$ cat src/rtl/uart_rx_deserializer_if.sv
// Receive-byte handshake between the UART deserializer (master) and its consumer (slave).
// framing_error exists only when UART_RX_FRAMING_CHECK_EN is defined.
interface uart_rx_deserializer_if;
    logic [7:0] data_out;
    logic       data_out_valid;
    logic       data_out_ready;
    logic       overrun;
`ifdef UART_RX_FRAMING_CHECK_EN
    logic       framing_error;

    modport master (output data_out, data_out_valid, overrun, framing_error, input data_out_ready);
    modport slave  (input data_out, data_out_valid, overrun, framing_error, output data_out_ready);
`else
    modport master (output data_out, data_out_valid, overrun, input data_out_ready);
    modport slave  (input data_out, data_out_valid, overrun, output data_out_ready);
`endif
endinterface

$ cat src/rtl/uart_rx_deserializer.sv
// 8N1 UART receiver: 2-flop input sync, mid-bit sampling, one-byte holding register.
// Optional stop-bit check enabled by UART_RX_FRAMING_CHECK_EN (adds framing_error).
module uart_rx_deserializer #(
    parameter int CLOCK_FREQ = 50_000_000,
    parameter int BAUD_RATE  = 115_200
) (
    input  logic                          clk,
    input  logic                          rst_n,
    input  logic                          serial_in,
    uart_rx_deserializer_if.master        rx
);
    localparam int SAMPLE_TIME = CLOCK_FREQ / BAUD_RATE;
    localparam int CW          = $clog2(SAMPLE_TIME);
    localparam logic [CW-1:0] MID  = CW'(SAMPLE_TIME / 2 - 1);
    localparam logic [CW-1:0] LAST = CW'(SAMPLE_TIME - 1);

    typedef enum logic [1:0] {IDLE, START, DATA, STOP} state_t;

    state_t        state;
    logic [1:0]    sync;
    logic          rx_s;
    logic [CW-1:0] cnt;
    logic [2:0]    bit_idx;
    logic [7:0]    shift;

    assign rx_s = sync[1];

    // Synchronizer resets to 1 so a reset looks like an idle line.
    always_ff @(posedge clk or negedge rst_n) begin
        if (!rst_n) sync <= 2'b11;
        else        sync <= {sync[0], serial_in};
    end

    always_ff @(posedge clk or negedge rst_n) begin
        if (!rst_n) begin
            state             <= IDLE;
            cnt               <= '0;
            bit_idx           <= '0;
            shift             <= '0;
            rx.data_out       <= '0;
            rx.data_out_valid <= 1'b0;
            rx.overrun        <= 1'b0;
`ifdef UART_RX_FRAMING_CHECK_EN
            rx.framing_error  <= 1'b0;
`endif
        end else begin
            rx.overrun <= 1'b0;
`ifdef UART_RX_FRAMING_CHECK_EN
            rx.framing_error <= 1'b0;
`endif
            if (rx.data_out_ready && rx.data_out_valid)
                rx.data_out_valid <= 1'b0;

            case (state)
                IDLE: begin
                    cnt <= '0;
                    if (!rx_s) state <= START;
                end
                START: begin
                    if (cnt == MID) begin
                        cnt     <= '0;
                        bit_idx <= '0;
                        state   <= rx_s ? IDLE : DATA;
                    end else begin
                        cnt <= cnt + CW'(1);
                    end
                end
                DATA: begin
                    if (cnt == LAST) begin
                        cnt     <= '0;
                        shift   <= {rx_s, shift[7:1]};
                        bit_idx <= bit_idx + 3'd1;
                        if (bit_idx == 3'd7) state <= STOP;
                    end else begin
                        cnt <= cnt + CW'(1);
                    end
                end
                STOP: begin
                    // Leave at mid-stop so a back-to-back start edge is caught.
                    if (cnt == LAST) begin
                        cnt   <= '0;
                        state <= IDLE;
`ifdef UART_RX_FRAMING_CHECK_EN
                        if (!rx_s) begin
                            rx.framing_error <= 1'b1;
                        end else
`endif
                        if (!rx.data_out_valid || rx.data_out_ready) begin
                            rx.data_out       <= shift;
                            rx.data_out_valid <= 1'b1;
                        end else begin
                            rx.overrun <= 1'b1;
                        end
                    end else begin
                        cnt <= cnt + CW'(1);
                    end
                end
                default: state <= IDLE;
            endcase
        end
    end
endmodule

$ cat src/flat_wrapper.sv
// flat-port wrapper written by rule: the top's interface ports become plain ports
module uart_rx_deserializer_flat 
#(
    parameter int CLOCK_FREQ = 50_000_000,
    parameter int BAUD_RATE  = 115_200
)
  (clk, rst_n, serial_in, rx_data_out, rx_data_out_valid, rx_overrun, rx_data_out_ready);
  uart_rx_deserializer_if rx_i ();
  input  logic clk;
  input  logic rst_n;
  input  logic serial_in;
  output wire logic [$bits(rx_i.data_out)-1:0] rx_data_out;
  output wire logic [$bits(rx_i.data_out_valid)-1:0] rx_data_out_valid;
  output wire logic [$bits(rx_i.overrun)-1:0] rx_overrun;
  input wire logic [$bits(rx_i.data_out_ready)-1:0] rx_data_out_ready;
  assign rx_data_out = rx_i.data_out;
  assign rx_data_out_valid = rx_i.data_out_valid;
  assign rx_overrun = rx_i.overrun;
  assign rx_i.data_out_ready = rx_data_out_ready;
  uart_rx_deserializer #(.CLOCK_FREQ(CLOCK_FREQ), .BAUD_RATE(BAUD_RATE)) u_core (.clk(clk), .rst_n(rst_n), .serial_in(serial_in), .rx(rx_i));
endmodule
$ cat config.mk
export PLATFORM = sky130hd
export DESIGN_NAME = uart_rx_deserializer_flat
export DESIGN_NICKNAME = d
export VERILOG_FILES = /design/src/rtl/uart_rx_deserializer_if.sv /design/src/rtl/uart_rx_deserializer.sv /design/src/flat_wrapper.sv
export SDC_FILE = /design/constraint.sdc
export NUM_CORES = 1
export LEC_CHECK = 0
export CORE_MARGIN = 2
export CORE_UTILIZATION = 41
export DETAILED_ROUTE_END_ITERATION = 8
export PLACE_DENSITY = 0.71
export SYNTH_ARGS = -nofsm -noshare
export SYNTH_HDL_FRONTEND = slang
export SYNTH_SLANG_ARGS = --single-unit
export TNS_END_PERCENT = 100
$ cat constraint.sdc
create_clock -name clk -period 5.3 [get_ports clk]
set_clock_uncertainty 0.05 [all_clocks]
set_input_delay 1.06 -clock clk [delete_from_list [all_inputs] [get_ports clk]]
set_output_delay 1.06 -clock clk [all_outputs]
set_load 0.05 [all_outputs]
---- After elaboration in Yosys (flattened, before gate mapping) ----
Cells that the tools add are included.
storage, ports and cells
  flip-flop bits (word level) ............. 34
  word-level logic and storage cells ...... 51
  output and inout bits ................... 10
cells by class
  eq/ne operators ......................... 11
  multiplexer cells ....................... 20
  reductions and logical operators ........ 10
  $add $sub $neg .......................... 2
operator list
  cell                                           number
  one-hot mux 9 bit (3 select lines)             1
  2-to-1 mux 9 bit                               2
  2-to-1 mux 2 bit                               6
  adder 9 x 1 -> 9 bit, second input constant    1
  == test 9 x 8 -> 1 bit, second input constant  1
  == test 9 bit, second input constant           1
  != test 2 x 1 -> 1 bit, second input constant  4
  one-hot mux 2 bit (4 select lines)             1
  2-to-1 mux 1 bit                               7
  2-to-1 mux 3 bit                               2
  one-hot mux 3 bit (2 select lines)             1
  AND reduction 3 bit                            2
  AND reduction 5 bit                            1
  == test 2 bit, second input constant           2
  adder 3 x 1 -> 3 bit, second input constant    1
  == test 3 bit, second input constant           1
  == test 2 x 1 -> 1 bit, second input constant  1
  zero test 2 bit                                1
  != test 2 bit, second input constant           1
  AND reduction 2 bit                            1
  nonzero test 2 bit                             1
  OR reduction 2 bit                             1
  logical AND 1 bit                              1
  zero test 1 bit                                1
  logical OR 1 bit                               1

---- Longest topological paths before layout ----
  depth in word-level cells ............... 5
  mapped depth ............................ 8

---- Worst setup path after synthesis ----
OpenSTA, ideal clock, no wires.
  path type ............................... input to register
  from .................................... input rx_data_out_ready
  to ...................................... register u_core.rx.data_out[0]
  data required time ...................... 5125 ps
  path buffers ............................ 0
  stages on the path ...................... 3
  arrival time ............................ 1737 ps
  path slack .............................. 3388 ps
  cells stage by stage .................... nand2b_1 -> nand3_4 -> mux2_2
on the way
  cells in the longest elaborated chain, start to end .. 2
ends and longest elaborated chain
  what                                  line                           RTL
  start: declaration                    flat_wrapper.sv:15             input wire logic [$bits(rx_i.data_out_ready)-1:0] rx_data_out_ready;
  logical OR 1 bit                      uart_rx_deserializer.sv:88     if (!rx.data_out_valid || rx.data_out_ready) begin
  AND reduction 3 bit (no source line)  -
  end signal: assignment                uart_rx_deserializer.sv:89     rx.data_out <= shift;
  end: declaration                      uart_rx_deserializer_if.sv:14  modport master (output data_out, data_out_valid, overrun, input data_out_ready);
Every way passes these cells.
A chain may end at the register's enable or synchronous reset.

---- Worst setup path after layout ----
  from .................................... register u_core.rx.data_out[6]
  to ...................................... output rx_data_out[6]
RTL lines
  what              line                RTL
  end: declaration  flat_wrapper.sv:12  output wire logic [$bits(rx_i.data_out)-1:0] rx_data_out;
No word-level cell between the ends.

==> impl_results.md <==
* Wire per inst at around 14 um
* Yosys reg bits at 34
* Cell family with most CP delay: buffers and inverters
* Final Max Slew Viols at 0
* Total CTS buffers at 5
* Port Buffers at 13
* CP max FO at 2
* CP Cell Sequence: clkdlybuf4s50_1
* Max Clk Rate at 390.9 MHz
* RSZ-0062 raised after global routing: no
* Final Hold Vio Count at 0
* Rel. slew slack at 53.87%
* TritonCTS clock tree: yes
* Pwr Density at 291.0 nW/um2
* Worst skew pair latency at between 200 and 300 ps
* Core Region at 3716 um2
* Top Ports at 14
* Die Span Y at 66.40 um
* Worst-Margin Slew at 683.0 ps
* Final WL at 2864 um
* HPWL after DPL at 2061 um
* Period utilization at about half
* Worst Path Buf+Inv at 1
* Postcts setup bufs at 0
* Cts repair resizes at 0
* Max-cap violation count at 0
* Die X at about 66 um
* # nets final at 165
* Vias in the first global route at around 1.2k
* Design Power at 559.6 uW
* Hold Path Class: reg -> reg
* Critical path launch point type: register
* # DRC at 0
* Outcome: finished clean
* First-pass GRT wire length at 5133 um
* Filler cell count at 330
* Delay of the slowest critical-path stage at 810 ps
* Antenna-violating nets left at 0
* Worst IR drop on VDD at 192.4 uV
* Yosys warns at 0
* Overall Global Routing Usage at ~16%
* Largest net degree at the start of global routing at 35
* CP endpoint kind: output port
* Register area share after synthesis at a little over half
* CTS Root Cell: clkbuf_8
* Post-layout minimum cycle time at 2558 ps
* Initial antenna violation count at 0
* Total clock sinks at 34
* Number of detailed-route iterations in the first pass at 4
* Setup violations, final at 0
* CP arrival at 1450 ps
* CTS Hold Bufs at 0
* DR vias/cell at 5.265
* Leakage at 0.0009119 uW
* Cell row count at 22
* Synth unique cells at 30
* Ant. Diodes at 0
* CTS clk-pin slew, worst paths at 70 ps
* DRT iter0 DRCs at 61
* R2r setup slk at 3210 ps
* H-tree depth at 2
* DR vias at 1053
* Remaining Overflow, GRT at 0
* GP Congestion at roughly 0.85
* Cells after synthesis at roughly 130
* PnR worst setup slack at 2742 ps
* Starting Density at 42.96%
* Post-Syn Area at 1597 um2
* Clock Path Buffers at 2
* Crit path required time at about 4200 ps
* Synth Net Count at 147
* Layout area overhead at 20.45%
* Die area at 4409 um2
* Share of cells above drive strength 1 at between 20% and 30%
* Setup CP Type: reg -> out
* Slowest-stage cell, CP: clkdlybuf4s50_1
* Syn_area_per_cell at 12.00 um2
* Post-Place Setup Slack at 2943 ps
* Setup TNS at 0 ps
## layout by cell type, fill, tap and decap left out, types with 6 or more instances in the layout
master	synthesis	final
dfrtp_1	32	32
xnor2_1	6	6
nand2_1	9	9
clkdlybuf4s50_1	0	13
clkbuf_8	0	6
ha_1	10	10
inv_1	10	10
mux2_2	16	16
nor2_1	14	14
nand3_1	6	6
## final timing paths
check	endpoint	cells after the start	start
hold / removal	u_core.sync[1]	0	u_core.sync[0]
setup / recovery	rx_data_out[6]	1	u_core.rx.data_out[6]
max in group asynchronous	u_core.sync[1]	2	rst_n
min in group asynchronous	u_core.bit_idx[0]	2	rst_n
hold reg to reg	u_core.sync[1]	0	u_core.sync[0]
setup reg to reg	register	6	u_core.cnt[0]
## report_power, final
group	internal (uW)	total, uW	switching [uW]
clock	201	291	90.3
combinational	2.50	7.38	4.88
sequential	261	261	0.505
total	464	560	95.7
## cell families after synthesis
family / count (synthesis) / synth area share, %
buffers and inverters: 13 / 3.213
and+or+nand+nor: 39 / 13.17
muxes: 17 / 11.91
adders and majority gates: 10 / 7.837
DFF: 34 / 53.45
AOI/OAI and AO/OA: 13 / 6.584
xor gates and xnor gates: 7 / 3.840
## stage by stage
| stage | util (%) | hold WS [ps] | std cells | cell area, um2 |
|---|---|---|---|---|
| floorplan | - | 295.2 | 133 | 1597 |
| global route | 51.75 | 315.3 | 200 | 1923 |
| detailed placement | 47.91 | 297.0 | 192 | 1780 |
| CTS | 51.75 | 307.1 | 200 | 1923 |
| finish | 51.75 | 308.2 | 200 | 1923 |
| global placement | 47.91 | 296.2 | 192 | 1780 |
## worst register-to-register path: cells and delay by family (launching register included)
kind            cells  cell delay (ps)
compound gates      2              910
fa+ha+maj           1              140
buf+inv             1               80
flops               1              440
simple gates        2              360
## cell usage after synthesis (all sizes together)
cell,number,area [um2]
mux2i,1,10.01
dfrtp,32,800.8
o41a,1,12.51
buf,1,5.000
a22oi,1,7.510
nor2,14,52.55
ha,10,125.1
nand3b,1,7.510
clkbuf,2,8.750
xor2,1,8.760
a21o,1,7.510
mux2,16,180.2
nor4,1,21.27
nor3,1,5.000
dfstp,2,52.55
nand3,7,47.55
nand2,10,40.04
nand2b,1,6.260
o21ai,3,15.01
o221ai,3,26.28
a41o,1,10.01
nand4b,2,17.52
xnor2,6,52.55
nand4,1,6.260
or2,1,6.260
inv,10,37.54
o41ai,3,26.28
## final cells by class
class                   count  area [um2]  area share [%]
clock buffers               6       82.58           4.294
flip-flops and latches     34       853.3           44.37
well taps                  48       60.06           3.123
repair buffers             14       137.6           7.157
clock inverters             2       60.06           3.123
multi-input cells          86       691.9           35.98
inverters                  10       37.54           1.952
## metal layers
layer  vias up  track usage (%)  part of all wire, %  routed length (um)
met5         -                0                    0                   0
met2        28            27.38                   51                1455
li1        494                -                    -                   -
met3         7            4.600                  3.7                 107
met1       524            17.19                   44                1256
met4         0            7.653                  1.6                  45
## registers in the layout, indices dropped and copies added, names as in the netlist, named ones only
| signal | flops |
|---|---|
| u_core.sync | 2 |
| u_core.rx.overrun | 1 |
| u_core.rx.data_out | 8 |
| u_core.cnt | 9 |
| u_core.rx.data_out_valid | 1 |
| u_core.state | 1 |
| u_core.bit_idx | 3 |
| u_core.shift | 8 |
Power figures use the tool's default switching activity.
